File: config.mk
export PLATFORM = sky130hd
export DESIGN_NAME = processor_mc
export DESIGN_NICKNAME = d
export VERILOG_FILES = /design/src/rtl/cpu_pkg.sv /design/src/rtl/alu.sv /design/src/rtl/isa_decoder.sv /design/src/rtl/regfile.sv /design/src/rtl/processor_mc.sv
export SDC_FILE = /design/constraint.sdc
export NUM_CORES = 1
export LEC_CHECK = 0
export BUFFER_PORTS_ARGS = -buffer_cell sky130_fd_sc_hd__buf_2
export CORE_MARGIN = 1
export CORE_UTILIZATION = 57
export DETAILED_ROUTE_END_ITERATION = 10
export HOLD_SLACK_MARGIN = 0.03
export PLACE_DENSITY = 0.78
export SYNTH_ARGS = -nofsm -noshare
export SYNTH_HDL_FRONTEND = slang
export SYNTH_SLANG_ARGS = --single-unit
File: constraint.sdc
create_clock -name clock -period 5.96 [get_ports clock]
set_input_delay 0 -clock clock [delete_from_list [all_inputs] [get_ports clock]]
set_output_delay 0 -clock clock [all_outputs]
set_load 0.01 [all_outputs]
File: src/rtl/cpu_pkg.sv
// Shared definitions for the multi-cycle core: opcodes, ALU operation codes,
// FSM state type, instruction field positions and the decoded-control struct.
// No ports (package).
package cpu_pkg;

   // Major opcodes, instruction bits [17:14]
   localparam logic [3:0] OP_ADDI  = 4'd0;
   localparam logic [3:0] OP_LDI   = 4'd1;
   localparam logic [3:0] OP_ALU   = 4'd2;
   localparam logic [3:0] OP_LOAD  = 4'd3;
   localparam logic [3:0] OP_STORE = 4'd4;
   localparam logic [3:0] OP_JMP   = 4'd5;
   localparam logic [3:0] OP_BNZ   = 4'd6;
   localparam logic [3:0] OP_HALT  = 4'd7;

   // ALU operation codes, instruction bits [3:0] for OP_ALU
   localparam logic [3:0] ALU_ADD  = 4'd0;
   localparam logic [3:0] ALU_SUB  = 4'd1;
   localparam logic [3:0] ALU_AND  = 4'd2;
   localparam logic [3:0] ALU_OR   = 4'd3;
   localparam logic [3:0] ALU_XOR  = 4'd4;
   localparam logic [3:0] ALU_SHL  = 4'd5;
   localparam logic [3:0] ALU_SHR  = 4'd6;
   localparam logic [3:0] ALU_SRA  = 4'd7;
   localparam logic [3:0] ALU_SLT  = 4'd8;
   localparam logic [3:0] ALU_SLTU = 4'd9;

   typedef enum logic [1:0] {FETCH, EXEC, MEM, HALT} state_t;

   // Instruction field positions
   localparam int unsigned OP_MSB    = 17;
   localparam int unsigned OP_LSB    = 14;
   localparam int unsigned RX_MSB    = 13;
   localparam int unsigned RX_LSB    = 11;
   localparam int unsigned RY_MSB    = 10;
   localparam int unsigned RY_LSB    = 8;
   localparam int unsigned RZ_MSB    = 7;
   localparam int unsigned RZ_LSB    = 5;
   localparam int unsigned ALU_MSB   = 3;
   localparam int unsigned ALU_LSB   = 0;
   localparam int unsigned IMM8_MSB  = 7;
   localparam int unsigned IMM11_MSB = 10;
   localparam int unsigned IMM14_MSB = 13;

   typedef struct packed {
      logic [2:0] ra_addr;   // read port A (ry)
      logic [2:0] rb_addr;   // read port B (rz, or rx for store/bnz)
      logic [2:0] wa_addr;   // destination (rx)
      logic [3:0] alu_op;
      logic       b_imm;     // ALU operand B is the immediate
      logic       use_alu;   // write-back from ALU, else from immediate
      logic       wr_en;     // register write in EXEC
      logic       is_mem;
      logic       is_store;
      logic       is_jump;
      logic       is_branch;
      logic       is_halt;
      logic       illegal;
   } dec_t;

endpackage

File: src/rtl/alu.sv
// Combinational ALU shared by ADDI, register-register ops and address generation.
// Ports:
//   a, b  in   WIDTH  operands
//   op    in   4      operation code (ALU_* in cpu_pkg); unknown codes pass a
//   y     out  WIDTH  result, modulo 2**WIDTH
module alu
   import cpu_pkg::*;
#(
   parameter int unsigned WIDTH = 18
) (
   input  logic [WIDTH-1:0] a,
   input  logic [WIDTH-1:0] b,
   input  logic [3:0]       op,
   output logic [WIDTH-1:0] y
);

   logic [4:0] shamt;

   assign shamt = b[4:0];

   always_comb begin
      y = a;
      case (op)
         ALU_ADD:  y = a + b;
         ALU_SUB:  y = a - b;
         ALU_AND:  y = a & b;
         ALU_OR:   y = a | b;
         ALU_XOR:  y = a ^ b;
         ALU_SHL:  y = a << shamt;
         ALU_SHR:  y = a >> shamt;
         ALU_SRA:  y = $signed(a) >>> shamt;
         ALU_SLT:  y = {{(WIDTH-1){1'b0}}, ($signed(a) < $signed(b))};
         ALU_SLTU: y = {{(WIDTH-1){1'b0}}, (a < b)};
         default:  y = a;
      endcase
   end

endmodule

File: src/rtl/isa_decoder.sv
// Combinational instruction decoder.
// Ports:
//   code_word  in   WORD_SIZE  instruction (bits [17:0] used)
//   dec        out  dec_t      register addresses and control flags
//   imm        out  WORD_SIZE  sign-extended immediate selected by opcode
module isa_decoder
   import cpu_pkg::*;
#(
   parameter int unsigned WORD_SIZE = 18
) (
   input  logic [WORD_SIZE-1:0] code_word,
   output dec_t                 dec,
   output logic [WORD_SIZE-1:0] imm
);

   logic [3:0]           op;
   logic [WORD_SIZE-1:0] imm8;
   logic [WORD_SIZE-1:0] imm11;
   logic [WORD_SIZE-1:0] imm14;
   logic                 unused_word;

   assign op    = code_word[OP_MSB:OP_LSB];
   assign imm8  = {{(WORD_SIZE-8){code_word[IMM8_MSB]}}, code_word[IMM8_MSB:0]};
   assign imm11 = {{(WORD_SIZE-11){code_word[IMM11_MSB]}}, code_word[IMM11_MSB:0]};
   assign imm14 = {{(WORD_SIZE-14){code_word[IMM14_MSB]}}, code_word[IMM14_MSB:0]};
   assign unused_word = ^code_word;

   always_comb begin
      dec         = '0;
      dec.ra_addr = code_word[RY_MSB:RY_LSB];
      dec.rb_addr = code_word[RZ_MSB:RZ_LSB];
      dec.wa_addr = code_word[RX_MSB:RX_LSB];
      dec.alu_op  = ALU_ADD;
      imm         = imm8;
      case (op)
         OP_ADDI: begin
            dec.b_imm   = 1'b1;
            dec.use_alu = 1'b1;
            dec.wr_en   = 1'b1;
         end
         OP_LDI: begin
            imm       = imm11;
            dec.wr_en = 1'b1;
         end
         OP_ALU: begin
            dec.alu_op  = code_word[ALU_MSB:ALU_LSB];
            dec.use_alu = 1'b1;
            dec.wr_en   = 1'b1;
         end
         OP_LOAD: begin
            // register write happens later, in MEM
            dec.b_imm  = 1'b1;
            dec.is_mem = 1'b1;
         end
         OP_STORE: begin
            dec.b_imm    = 1'b1;
            dec.is_mem   = 1'b1;
            dec.is_store = 1'b1;
            dec.rb_addr  = code_word[RX_MSB:RX_LSB];
         end
         OP_JMP: begin
            imm         = imm14;
            dec.is_jump = 1'b1;
         end
         OP_BNZ: begin
            imm           = imm11;
            dec.is_branch = 1'b1;
            dec.rb_addr   = code_word[RX_MSB:RX_LSB];
         end
         OP_HALT: dec.is_halt = 1'b1;
         default: dec.illegal = 1'b1;
      endcase
   end

endmodule

File: src/rtl/regfile.sv
// Architectural register file: two combinational read ports, one write port.
// Ports:
//   clock, reset        clock and async active-high reset (clears all registers)
//   ra_addr/ra_data     read port A
//   rb_addr/rb_data     read port B
//   we/wa_addr/wa_data  write port, written on the rising edge when we=1
module regfile #(
   parameter int unsigned WIDTH = 18,
   parameter int unsigned COUNT = 8
) (
   input  logic             clock,
   input  logic             reset,
   input  logic [2:0]       ra_addr,
   output logic [WIDTH-1:0] ra_data,
   input  logic [2:0]       rb_addr,
   output logic [WIDTH-1:0] rb_data,
   input  logic             we,
   input  logic [2:0]       wa_addr,
   input  logic [WIDTH-1:0] wa_data
);

   logic [WIDTH-1:0] regs [COUNT];

   assign ra_data = regs[ra_addr];
   assign rb_data = regs[rb_addr];

   always_ff @(posedge clock or posedge reset) begin
      if (reset) begin
         for (int unsigned i = 0; i < COUNT; i++) regs[i] <= '0;
      end else if (we) begin
         regs[wa_addr] <= wa_data;
      end
   end

endmodule

File: src/rtl/processor_mc.sv
// Multi-cycle processor core: FETCH -> EXEC -> {FETCH | MEM | HALT}.
// Ports:
//   clock, reset     rising-edge clock, async active-high reset
//   code_addr        fetch address (= ip); code_word is valid one cycle later
//   code_word        instruction from the synchronous code ROM
//   data_req/we      data access request (held until data_ready) and direction
//   data_addr/wdata  effective address (ry + sext(imm8)) and store data (rx)
//   data_rdata       load data, sampled in the data_ready cycle
//   data_ready       completes the current access
//   halted           high while in HALT
//   illegal_op       one-cycle pulse after executing an undefined opcode
// ADDR_SIZE must not exceed WORD_SIZE: addresses come from the low ALU bits.
module processor_mc
   import cpu_pkg::*;
#(
   parameter int unsigned ADDR_SIZE = 18,
   parameter int unsigned WORD_SIZE = 18,
   parameter int unsigned REG_COUNT = 8,
   parameter int unsigned RESET_IP  = 0
) (
   input  logic                 clock,
   input  logic                 reset,
   output logic [ADDR_SIZE-1:0] code_addr,
   input  logic [WORD_SIZE-1:0] code_word,
   output logic                 data_req,
   output logic                 data_we,
   output logic [ADDR_SIZE-1:0] data_addr,
   output logic [WORD_SIZE-1:0] data_wdata,
   input  logic [WORD_SIZE-1:0] data_rdata,
   input  logic                 data_ready,
   output logic                 halted,
   output logic                 illegal_op
);

   localparam logic [ADDR_SIZE-1:0] RESET_IP_V = ADDR_SIZE'(RESET_IP);
   localparam logic [ADDR_SIZE-1:0] IP_ONE     = ADDR_SIZE'(1);

   state_t               state;
   logic [ADDR_SIZE-1:0] ip;
   logic [2:0]           load_rd;

   dec_t                 dec;
   logic [WORD_SIZE-1:0] imm;
   logic [WORD_SIZE-1:0] ra_data;
   logic [WORD_SIZE-1:0] rb_data;
   logic [WORD_SIZE-1:0] alu_b;
   logic [WORD_SIZE-1:0] alu_y;
   logic [ADDR_SIZE-1:0] ip_inc;
   logic [ADDR_SIZE-1:0] ip_rel;
   logic [ADDR_SIZE-1:0] ip_exec;
   logic                 load_done;
   logic                 rf_we;
   logic [2:0]           rf_wa;
   logic [WORD_SIZE-1:0] rf_wd;

   isa_decoder #(
      .WORD_SIZE (WORD_SIZE)
   ) u_decoder (
      .code_word (code_word),
      .dec       (dec),
      .imm       (imm)
   );

   regfile #(
      .WIDTH (WORD_SIZE),
      .COUNT (REG_COUNT)
   ) u_regfile (
      .clock   (clock),
      .reset   (reset),
      .ra_addr (dec.ra_addr),
      .ra_data (ra_data),
      .rb_addr (dec.rb_addr),
      .rb_data (rb_data),
      .we      (rf_we),
      .wa_addr (rf_wa),
      .wa_data (rf_wd)
   );

   alu #(
      .WIDTH (WORD_SIZE)
   ) u_alu (
      .a  (ra_data),
      .b  (alu_b),
      .op (dec.alu_op),
      .y  (alu_y)
   );

   assign code_addr = ip;
   assign alu_b     = dec.b_imm ? imm : rb_data;

   // Relative targets use the truncated sign-extended immediate: modulo 2**ADDR_SIZE.
   assign ip_inc = ip + IP_ONE;
   assign ip_rel = ip + imm[ADDR_SIZE-1:0];

   always_comb begin
      ip_exec = ip_inc;
      if (dec.is_jump || (dec.is_branch && (rb_data != '0))) ip_exec = ip_rel;
   end

   // data_req is only ever high in MEM, so a stray data_ready elsewhere is ignored.
   assign load_done = (state == MEM) && data_req && data_ready && !data_we;
   assign rf_we     = ((state == EXEC) && dec.wr_en) || load_done;
   assign rf_wa     = (state == MEM) ? load_rd : dec.wa_addr;
   assign rf_wd     = (state == MEM) ? data_rdata : (dec.use_alu ? alu_y : imm);

   always_ff @(posedge clock or posedge reset) begin
      if (reset) begin
         state      <= FETCH;
         ip         <= RESET_IP_V;
         load_rd    <= '0;
         data_req   <= 1'b0;
         data_we    <= 1'b0;
         data_addr  <= '0;
         data_wdata <= '0;
         halted     <= 1'b0;
         illegal_op <= 1'b0;
      end else begin
         illegal_op <= 1'b0;
         case (state)
            FETCH: state <= EXEC;
            EXEC: begin
               if (dec.is_halt) begin
                  state  <= HALT;
                  halted <= 1'b1;
               end else if (dec.is_mem) begin
                  // ip stays put until the access completes
                  state      <= MEM;
                  data_req   <= 1'b1;
                  data_we    <= dec.is_store;
                  data_addr  <= alu_y[ADDR_SIZE-1:0];
                  data_wdata <= rb_data;
                  load_rd    <= dec.wa_addr;
               end else begin
                  state      <= FETCH;
                  ip         <= ip_exec;
                  illegal_op <= dec.illegal;
               end
            end
            MEM: begin
               if (data_ready) begin
                  state    <= FETCH;
                  data_req <= 1'b0;
                  data_we  <= 1'b0;
                  ip       <= ip_inc;
               end
            end
            HALT:    state <= HALT;
            default: state <= FETCH;
         endcase
      end
   end

endmodule

Word level (Yosys, flattened, before mapping)
Cells that the tools add are included.
{ "totals": {"regBits": 207, "input_bits": 39, "out_inout_bits": 58} }
{ "op_classes": {"n_addsub": 4, "magnitude_cmp": 6, "n_eq_ne": 23, "n_shift": 3, "n_mux": 45, "bitwise": 7, "n_reduce_logical": 25} }
{ "op_table": {"columns": ["op", "count"], "rows": [
  ["$mux 18", 12],
  ["$pmux 18 s10", 1],
  ["$bwmux 144", 1],
  ["$bmux 18 s3", 2],
  ["$pmux 18 s2", 2],
  ["$demux 18 s3", 1],
  ["$add 18x18->18", 2],
  ["$lt 18x18->1", 2],
  ["$eq 4x3->1 const B", 8],
  ["$add 18x1->18 const B", 1],
  ["$and 18x18->18", 1],
  ["$or 18x18->18", 1],
  ["$reduce_bool 18->1", 1],
  ["$shl 18x5->18", 1],
  ["$shr 18x5->18", 1],
  ["$sshr 18x5->18", 1],
  ["$sub 18x18->18", 1],
  ["$xor 18x18->18", 1],
  ["$mux 1", 17],
  ["$eq 4x2->1 const B", 4],
  ["$ge 4x4->1 const B", 3],
  ["$not 3->4", 3],
  ["$eq 4x1->1 const B", 2],
  ["$eq 4x4->1 const B", 2],
  ["22 further kinds", 42]
]} }

Logic depth before layout (Yosys ltp)
Gate-level depths: netlist (run 1).
{ "depth": {"word_depth": 14, "ltp_mapped": 25, "ltp_nobuf": 21} }

Modules after synthesis
A second synthesis (run 1) with hierarchy kept.
{ "hier_totals": {"cells_unflattened": 1581, "area_unflattened_um2": 16902.5} }
{ "by_module_without_submodules": {"columns": ["mod", "n_inst", "cells_per_inst", "area_per_inst_um2", "seq_area_each_um2"], "rows": [
  ["regfile", 1, 440, 7653.6, 3603.5],
  ["alu", 1, 635, 4436.8, 0.0],
  ["processor_mc", 1, 444, 4311.6, 1576.5],
  ["isa_decoder", 1, 62, 500.5, 0.0]
]} }

Worst setup path after synthesis (run 1)
OpenSTA, ideal clock, no wires.
{ "synth_timing": {"kind": "input-to-reg", "start": "input code_word[17]", "end": "register u_regfile.regs[114] in the netlist's numbering", "arrival_ps": 5117, "required_time_ps": 5835, "setup_slack_ps": 718, "path_stages": 22, "n_path_buf": 4, "cell_sequence": "buf_4 -> or3b_1 -> buf_4 -> mux2i_4 -> a2111oi_1 -> a2111oi_4 -> nor2_2 -> inv_2 -> buf_4 -> buf_4 -> ha_1 -> fa_1 -> o21ba_2 -> or4_1 -> nand3b_1 -> o22ai_1 -> a2111oi_0 -> o21ai_0 -> a31o_2 -> o31ai_1 -> a31oi_2 -> mux2_2"} }
{ "synth_between": {"elab_chain_len": 13, "elab_cells_between_ends": 44, "cone_classes": "add/sub (2); eq/ne (14); shift (3); mux (13); bitwise (4); reduce/logical (8)"} }
{ "synth_lines": {"columns": ["element", "line_no", "text"], "rows": [
  ["from (decl)", "processor_mc.sv:24", "input logic [WORD_SIZE-1:0] code_word,"],
  ["$eq 4x3->1", "isa_decoder.sv:35", "case (op)"],
  ["$reduce_or 2->1 (no source line)", null, null],
  ["$mux 3", "isa_decoder.sv:35", null],
  ["$not 3->4 (implied by the code)", "regfile.sv:25", "assign rb_data = regs[rb_addr];"],
  ["$bmux 18 s3", "regfile.sv:25", null],
  ["$mux 18 (implied by the code) (2 in series)", "regfile.sv:25", null],
  ["$mux 18", "processor_mc.sv:89", "assign alu_b = dec.b_imm ? imm : rb_data;"],
  ["$sub 18x18->18 (tied with other cells)", "alu.sv:25", "ALU_SUB: y = a - b;"],
  ["$pmux 18 s10", "alu.sv:23", "case (op)"],
  ["$mux 18 (2 in series)", "processor_mc.sv:104", "assign rf_wd = (state == MEM) ? data_rdata : (dec.use_alu ? alu_y : imm);"],
  ["$bwmux 144", "regfile.sv:31", "regs[wa_addr] <= wa_data;"],
  ["to (signal, indexed assignment)", "regfile.sv:31", null],
  ["to (decl)", "regfile.sv:22", "logic [WIDTH-1:0] regs [COUNT];"]
]} }
Several ways; a longest one is shown, not always the timed one. The select of a mux whose other input is x is not followed.
A chain may end at the register's enable or synchronous reset.

Final worst setup path (run 1)
{ "layout_timing": {"start": "input code_word[16]", "end": "register u_regfile.regs[87] in the netlist's numbering"} }
Same word-level chain as after synthesis.

==> results.md, run 1 <==
* Synth unique cells at 95
* Synth Area in Adders at under 10%
* # setup viols final at 0
* Cells after Synth at 2122
* Worst slew margin at about 15%
* Fill count at 2582
* Die W at 179.0 um
* Worst path depth at 19
* Post-synthesis simple-gate area fraction at 16.24%
* Hold Slack at 0.1290 ns
* Rows at 64
* Register area share after synthesis at 29.01%
* Xor/xnor share of the synthesized area at less than 1%
* Synthesized Nets at 2237
* Cell mode on critical path: buf_4
* Initial antenna violation count at 2
* Element type at the critical path end: register
* DP Wirelength at 52390 um
* Gr ovfl total at 0
* H-tree levels at 1
* Least-Margin Pin Slew at 1.275 ns
* First-pass GRT wire length at 110500 um
* EDFF count, synth at 0
* Asr flop ratio synth at 100.0%
* NetSw at 0.005360 W
* Post-route DRC at 0
* P_int at 0.005422 W
* Power Density at 538.0 mW/mm^2
* Clk pin slew, worst setup/hold paths at 0.06 ns
* Clock buffer depth at 3
* TritonRoute pass-1 iters at 6
* DP Worst Slack at 0.1731 ns
* Main synth FF type: dfrtp_1
* Max VDD drop at 0.3478 mV
* Critical-path top delay cell: dlygate4sd3_1
* Largest net degree at the start of global routing at 135
* Syn Area/Cell at roughly 8.4 sq um
* Top cells by area, synth: dfrtp_1 29%, o21ai_0 6.3%, mux2_2 5.6%, ha_1 5.1%, nand2_1 5.0%
* Buf/Inv on CP at 5
* Layout area overhead at 12.23%
* Nets at 2320
* Worst hold path type: in2reg
* Max Freq at 172.3 MHz
* IO Count at 97
* Overall Global Routing Usage at about 46%
* Crit-path leading delay family: simple AND/OR/NAND/NOR gates
* Crit-path cells: dlygate4sd3_1 > buf_2 > or3b_1 > buf_4 > a21oi_2 > buf_4 > buf_4 > mux2i_1 > mux2i_1 > o21ai_0 > ha_1 > nor3_1 > nand4_1 > nand3_1 > nor3b_1 > nand4_1 > o21ai_1 > a31oi_2 > mux2_2
* LEAKAGE at 8.678 nW
* YS warnings at 0
* Worst EP arrival at 6.21 ns
* Average vias per placed instance at 7.310
* Skew-Pair Late Insertion Delay at 0.55 ns
* Core area at 0.03067 sq mm
* Worst Reg-to-Reg Cells at 20
* Die area at 0.03204 sq mm
* CTS root buf: clkbuf_16
* Final Max Slew Viols at 0
* Setup ws final at between 0.15 and 0.2 ns
* Top cell type's share of synthesized area at ~29%
* WS Path Type: in2reg
* Routed WL at 73950 um
* Clk pwr share at between 10 and 15%
* Kind of start point of the critical path: input port
* Setup TNS at 0 ns
* Routability congestion estimate from global placement at 1.096
* Total clock buffers created by CTS at 24
* # clock sinks at 207
* Antenna viol nets, final at 0
* RSZ-0062 raised after global routing: no
* Critical path's largest stage delay at roughly 0.52 ns
* Largest family of logic cells by synthesized area: compound AO/OA/AOI/OAI gates
* Die height at ~180 um
* Cell area after synthesis at 0.01786 sq mm
* Vias at 19150
* Crit path time final at a little under 6 ns
* Multiplexer share of the synthesized area at between 10% and 20%
* Layout cells sized above 1 at 19.32%
* Synth Area in Compound Gates at 27.46%
* CTS tree: built
* Initial drt markers at 2818
* Hold Path Cell Cnt at 4
* Status: complete, no violations
* Total of max-cap violations at 0
* Final Hold Fails at 0
* Initial Utilization at between 50% and 60%
* Maximum fanout along the worst path at 21
* #FFs+latches synth at 207
* Required @ worst endpoint at 6.37 ns
* Port buffer count at 96
* Vias in the first global route at 17800
* Seq pwr share at 24.3%
* Worst Skew at 0.02377 ns
* WL/cell at about 28 um
* Switch share at 49.71%
* Comb power frac at 61.2%
* Synth area leader: dfrtp_1
* Tcrit/Tclk final at 97.36%
worst reg2reg max path: stages (launching register included):
cell       delay (ns)
dfrtp_1          0.41
mux2i_1          0.15
mux2i_1          0.09
mux2i_1          0.38
a2111oi_4        0.17
nor2_2           0.15
inv_2            0.06
ha_1             0.22
fa_1             0.46
o21ba_2          0.30
or4_1            0.45
nand3b_1         0.15
a21oi_1          0.10
o21a_1           0.19
xor2_1           0.15
a211oi_2         0.39
o221ai_1         0.19
a211oi_1         0.39
buf_4            0.21
a21oi_2          0.14
mux2_2           0.32
synthesized netlist by cell type, drive strengths merged, types with 51 or more instances:
master and instances:
a211oi 59, a31oi 64, inv 99, dfrtp 207, ha 73, nor3 51, mux2i 84, mux2 90
nor2 111, nand2 239, nand3 51, a21oi 150, clkbuf 105, o21ai 232
cells in the final DEF (no fill, tap or decap), types with 11 or more instances in the layout:
| master | netlist | final |
|---|---|---|
| nor3b_1 | 14 | 13 |
| nor4_1 | 12 | 11 |
| nor2b_1 | 17 | 14 |
| o22ai_1 | 20 | 20 |
| mux4_2 | 37 | 37 |
| nand2_1 | 238 | 237 |
| nor3_1 | 51 | 49 |
| dlygate4sd3_1 | 0 | 22 |
| o21ai_0 | 223 | 221 |
| o2111ai_1 | 12 | 12 |
| nand4_1 | 14 | 14 |
| a31oi_1 | 62 | 62 |
| o211ai_1 | 24 | 24 |
| ha_1 | 73 | 73 |
| or3_1 | 14 | 14 |
| buf_2 | 24 | 96 |
| clkbuf_16 | 0 | 25 |
| a21o_1 | 21 | 21 |
| buf_4 | 7 | 88 |
| nand3_1 | 51 | 51 |
| inv_1 | 96 | 95 |
| nor2_1 | 110 | 103 |
| nand2b_1 | 14 | 13 |
| mux2i_1 | 83 | 83 |
| o31ai_1 | 11 | 11 |
| a211oi_1 | 57 | 56 |
| dfrtp_1 | 207 | 207 |
| mux2_2 | 89 | 89 |
| a22oi_1 | 13 | 13 |
| xnor2_1 | 13 | 13 |
| and3_1 | 22 | 22 |
| a21oi_1 | 147 | 146 |
repair_timing:
action | 4_1_cts | 5_1_grt
setup endpoints to repair | 0 | 83
hold buffers | 22 | 0
setup buffers | 0 | 2
gates resized for setup | 0 | 11
endpoints found under the hold margin | 210 | 0
final timing paths:
check,start,endpoint,slack [ns]
max,code_word[16],u_regfile.regs[87]$_DFFE_PP0P_,0.16
min,data_rdata[1],u_regfile.regs[1]$_DFFE_PP0P_,0.13
max reg2reg,u_regfile.regs[72]$_DFFE_PP0P_,u_regfile.regs[44]$_DFFE_PP0P_,0.77
min reg2reg,code_addr[17]$_DFFE_PP0P_,code_addr[17]$_DFFE_PP0P_,0.47
max in group asynchronous,reset,data_addr[3]$_DFFE_PP0P_,4.16
min in group asynchronous,reset,load_rd[2]$_DFFE_PP0P_,0.23
cell type report:
type	count	area, sq um	share of cell area (%)
multi-input combinational	1662	11750	58.65
clock inverter	6	88.84	0.4433
sequential	207	5180	25.85
antenna	2	5.005	0.02497
tap	396	495.5	2.472
clock buffer	36	726.9	3.627
inverter	101	386.6	1.929
timing repair buffer	209	1404	7.005
metal layers:
layer | track usage (%) | share of wire, % | vias up
li1 | - | - | 8130
met1 | 61.65 | 38 | 9191
met2 | 69.14 | 43 | 1437
met3 | 8.842 | 11 | 387
met4 | 29.17 | 7.8 | 0
met5 | 0 | 0 | -
power by group through the flow:
stage / logic, W / clock network, W / registers (W)
global route: 0.00698 / 0.00161 / 0.00268
CTS: 0.00627 / 0.00156 / 0.00258
floorplan: 0.00414 / 0 / 0.00251
detailed placement: 0.00621 / 0 / 0.00259
finish: 0.00660 / 0.00156 / 0.00262
global placement: 0.00613 / 0 / 0.00256
sequential cells by signal, summed over array words and instances (netlist names):
name,cells
code_addr,18
data_addr,18
illegal_op,1
data_req,1
load_rd,3
halted,1
state,2
data_we,1
u_regfile.regs,144
data_wdata,18
per-stage QoR:
stage                     std cells  utilization [%]  total power [W]  cell area, sq um
after floorplan                2122                -         0.006644             17860
after CTS                      2615            65.15          0.01040             19980
after detailed placement       2551            61.77         0.008803             18940
final                          2619            65.34          0.01078             20040
after global placement         2551            61.77         0.008682             18940
after global routing           2617            65.33          0.01128             20040
cell families after synthesis:
| group | Yosys count |
|---|---|
| AOI/OAI and AO/OA | 747 |
| and+or+nand+nor | 608 |
| buffers and inverters | 253 |
| muxes | 211 |
| DFF | 207 |
| adders and majority gates | 76 |
| xor gates and xnor gates | 20 |
Note: power is estimated with default switching activity, not from simulation.
==> run 2: changes to the inputs <==
BUFFER_PORTS_ARGS = not set   (was -buffer_cell sky130_fd_sc_hd__buf_2)
CORE_UTILIZATION = 30   (was 57)
DONT_BUFFER_PORTS = 1   (was not set)
PLACE_DENSITY = not set   (was 0.78)
==> results.md, run 2 (same netlist as run 1, synthesis figures left out) <==
* Total clock buffers created by CTS at 25
* Total of max-cap violations at 0
* DP Wirelength at 56120 um
* WS Path Type: in2reg
* TritonRoute pass-1 iters at 6
* Layout area overhead at 12.43%
* Setup TNS at 0 ns
* # clock sinks at 207
* Average vias per placed instance at between 6 and 7
* Element type at the critical path end: register
* Hold buffers post-CTS at 31
* Post-route DRC at 0
* Worst EP arrival at 6.16 ns
* Max VDD drop at 0.2582 mV
* Die area at 0.06050 sq mm
* Final Max Slew Viols at 0
* Kind of start point of the critical path: input port
* Power Density at ~530 mW/mm^2
* Routability congestion estimate from global placement at roughly 1.1
* Max reg flops at 144
* Clk pin slew, worst setup/hold paths at approximately 0.06 ns
* RSZ-0062 raised after global routing: no
* Most frequent cells in the layout: 238 x nand2_1, 222 x o21ai_0, 207 x dfrtp_1
* Seq pwr share at 26.1%
* Status: complete, no violations
* CTS root buf: clkbuf_16
* Routed WL at 77030 um
* Crit path time final at 5.711 ns
* Initial drt markers at 2033
* Setup ws final at 0.2495 ns
* H-tree levels at 1
* # setup viols final at 0
* LEAKAGE at ~8.3 nW
* Tcrit/Tclk final at 95.81%
* Post-CTS Setup Bufs at 0
* Most common cell after layout, fill and taps aside: nand2_1
* Top reg by flops: u_regfile.regs
* Die W at 246.0 um
* Antenna viol nets, final at 0
* NetSw at roughly 0.0053 W
* Largest net degree at the start of global routing at 128
* Layout cells sized above 1 at between 10% and 20%
* Clock buffer depth at 3
* Inst Count DP at roughly 2800
* Required @ worst endpoint at 6.41 ns
* Maximum fanout along the worst path at 14
* Die height at 246.0 um
* Initial antenna violation count at 3
* Overall Global Routing Usage at between 20 and 25%
* Clk pwr share at 15.1%
* Switch share at about half
* Least-Margin Pin Slew at between 1 and 1.5 ns
* Worst Skew at 0.03998 ns
* Rows at 89
* Core area at 0.05891 sq mm
* Gr ovfl total at 0
* Cell Count, Final, Fillers Out at 2903
* IO Count at 97
* Initial Utilization at a little under a third
* Comb power frac at between 50% and 60%
* Nets at 2226
* WL/cell at 26.53 um
* P_int at 0.005342 W
* Vias in the first global route at 17090
* Post-CTS sizing at 0
* DP Worst Slack at 0.2543 ns
* Max Freq at 175.1 MHz
* Final Hold Fails at 0
* Port buffer count at 0
* Worst slew margin at 12.86%
* Worst hold path type: in2async
* CTS tree: built
* Vias at 18040
* Power, Total at 0.01063 W
* First-pass GRT wire length at 113800 um
* Skew-Pair Late Insertion Delay at 0.58 ns
* Hold Slack at 0.05392 ns
run 2: cell count changes in the layout (fill, tap and decap cells not counted), moves of 2 or more:
cell and delta:
buf_2 -96, dlygate4sd3_1 +9, buf_4 -7, clkinv_2 +3, a2111oi_0 +2, a2111oi_1 -2
buf_6 -2, clkbuf_1 -2
run 2: layout make-up:
type                    count  area, sq um
repair buffers            114        958.4
fillers                  6054        38830
inverters                 101        386.6
well taps                 773        967.2
diodes                      2        5.005
clock inverters             9        116.4
clock buffers              35        733.2
multi-input cells        1662        11730
flip-flops and latches    207         5180
run 2: per-layer routing:
layer | vias up | track usage [%] | routed length, um
li1 | 7942 | - | -
met1 | 8871 | 31.96 | 30830
met2 | 1000 | 39.14 | 34620
met3 | 222 | 4.161 | 6648
met4 | 0 | 14.41 | 4930
met5 | - | 0 | 0
run 2: worst paths after layout:
| check | start | endpoint | slack [ns] | cells after the start |
|---|---|---|---|---|
| setup / recovery | code_word[14] | u_regfile.regs[113]$_DFFE_PP0P_ | 0.25 | 17 |
| hold / removal | reset | code_addr[15]$_DFFE_PP0P_ | 0.05 | 2 |
| setup reg to reg | u_regfile.regs[73]$_DFFE_PP0P_ | u_regfile.regs[113]$_DFFE_PP0P_ | 0.29 | 18 |
| hold reg to reg | load_rd[0]$_DFFE_PP0P_ | load_rd[0]$_DFFE_PP0P_ | 0.51 | 1 |
| max in group asynchronous | reset | u_regfile.regs[52]$_DFFE_PP0P_ | 4.10 | 3 |
| min in group clock | code_word[2] | code_addr[3]$_DFFE_PP0P_ | 0.06 | 6 |
run 2: critical path, cell delays in order:
cell           delay (ns)
dlygate4sd3_1        0.64
or2_2                0.37
a21oi_2              0.62
a2111o_1             0.34
nand2_1              0.32
ha_1                 0.46
o21bai_1             0.08
a21oi_1              0.28
o21bai_1             0.13
a21oi_1              0.25
xnor2_1              0.15
o221ai_1             0.15
a221oi_1             0.56
o211ai_1             0.48
o211ai_1             0.54
a31oi_1              0.16
dlygate4sd3_1        0.61
run 2: power by group through the flow:
| stage | Clock (W) | Combinational [W] | Sequential (W) |
|---|---|---|---|
| global route | 0.00169 | 0.00666 | 0.00285 |
| finish | 0.00160 | 0.00626 | 0.00277 |
| detailed placement | 0 | 0.00601 | 0.00277 |
| CTS | 0.00163 | 0.00608 | 0.00275 |
| floorplan | 0 | 0.00414 | 0.00251 |
| global placement | 0 | 0.00600 | 0.00274 |
run 2: metrics by stage:
step | instance area [sq um] | utilization [%]
after floorplan | 17860 | -
after global placement | 18910 | 32.10
after detailed placement | 18910 | 32.10
after CTS | 20070 | 34.07
after global routing | 20080 | 34.08
final | 20080 | 34.08
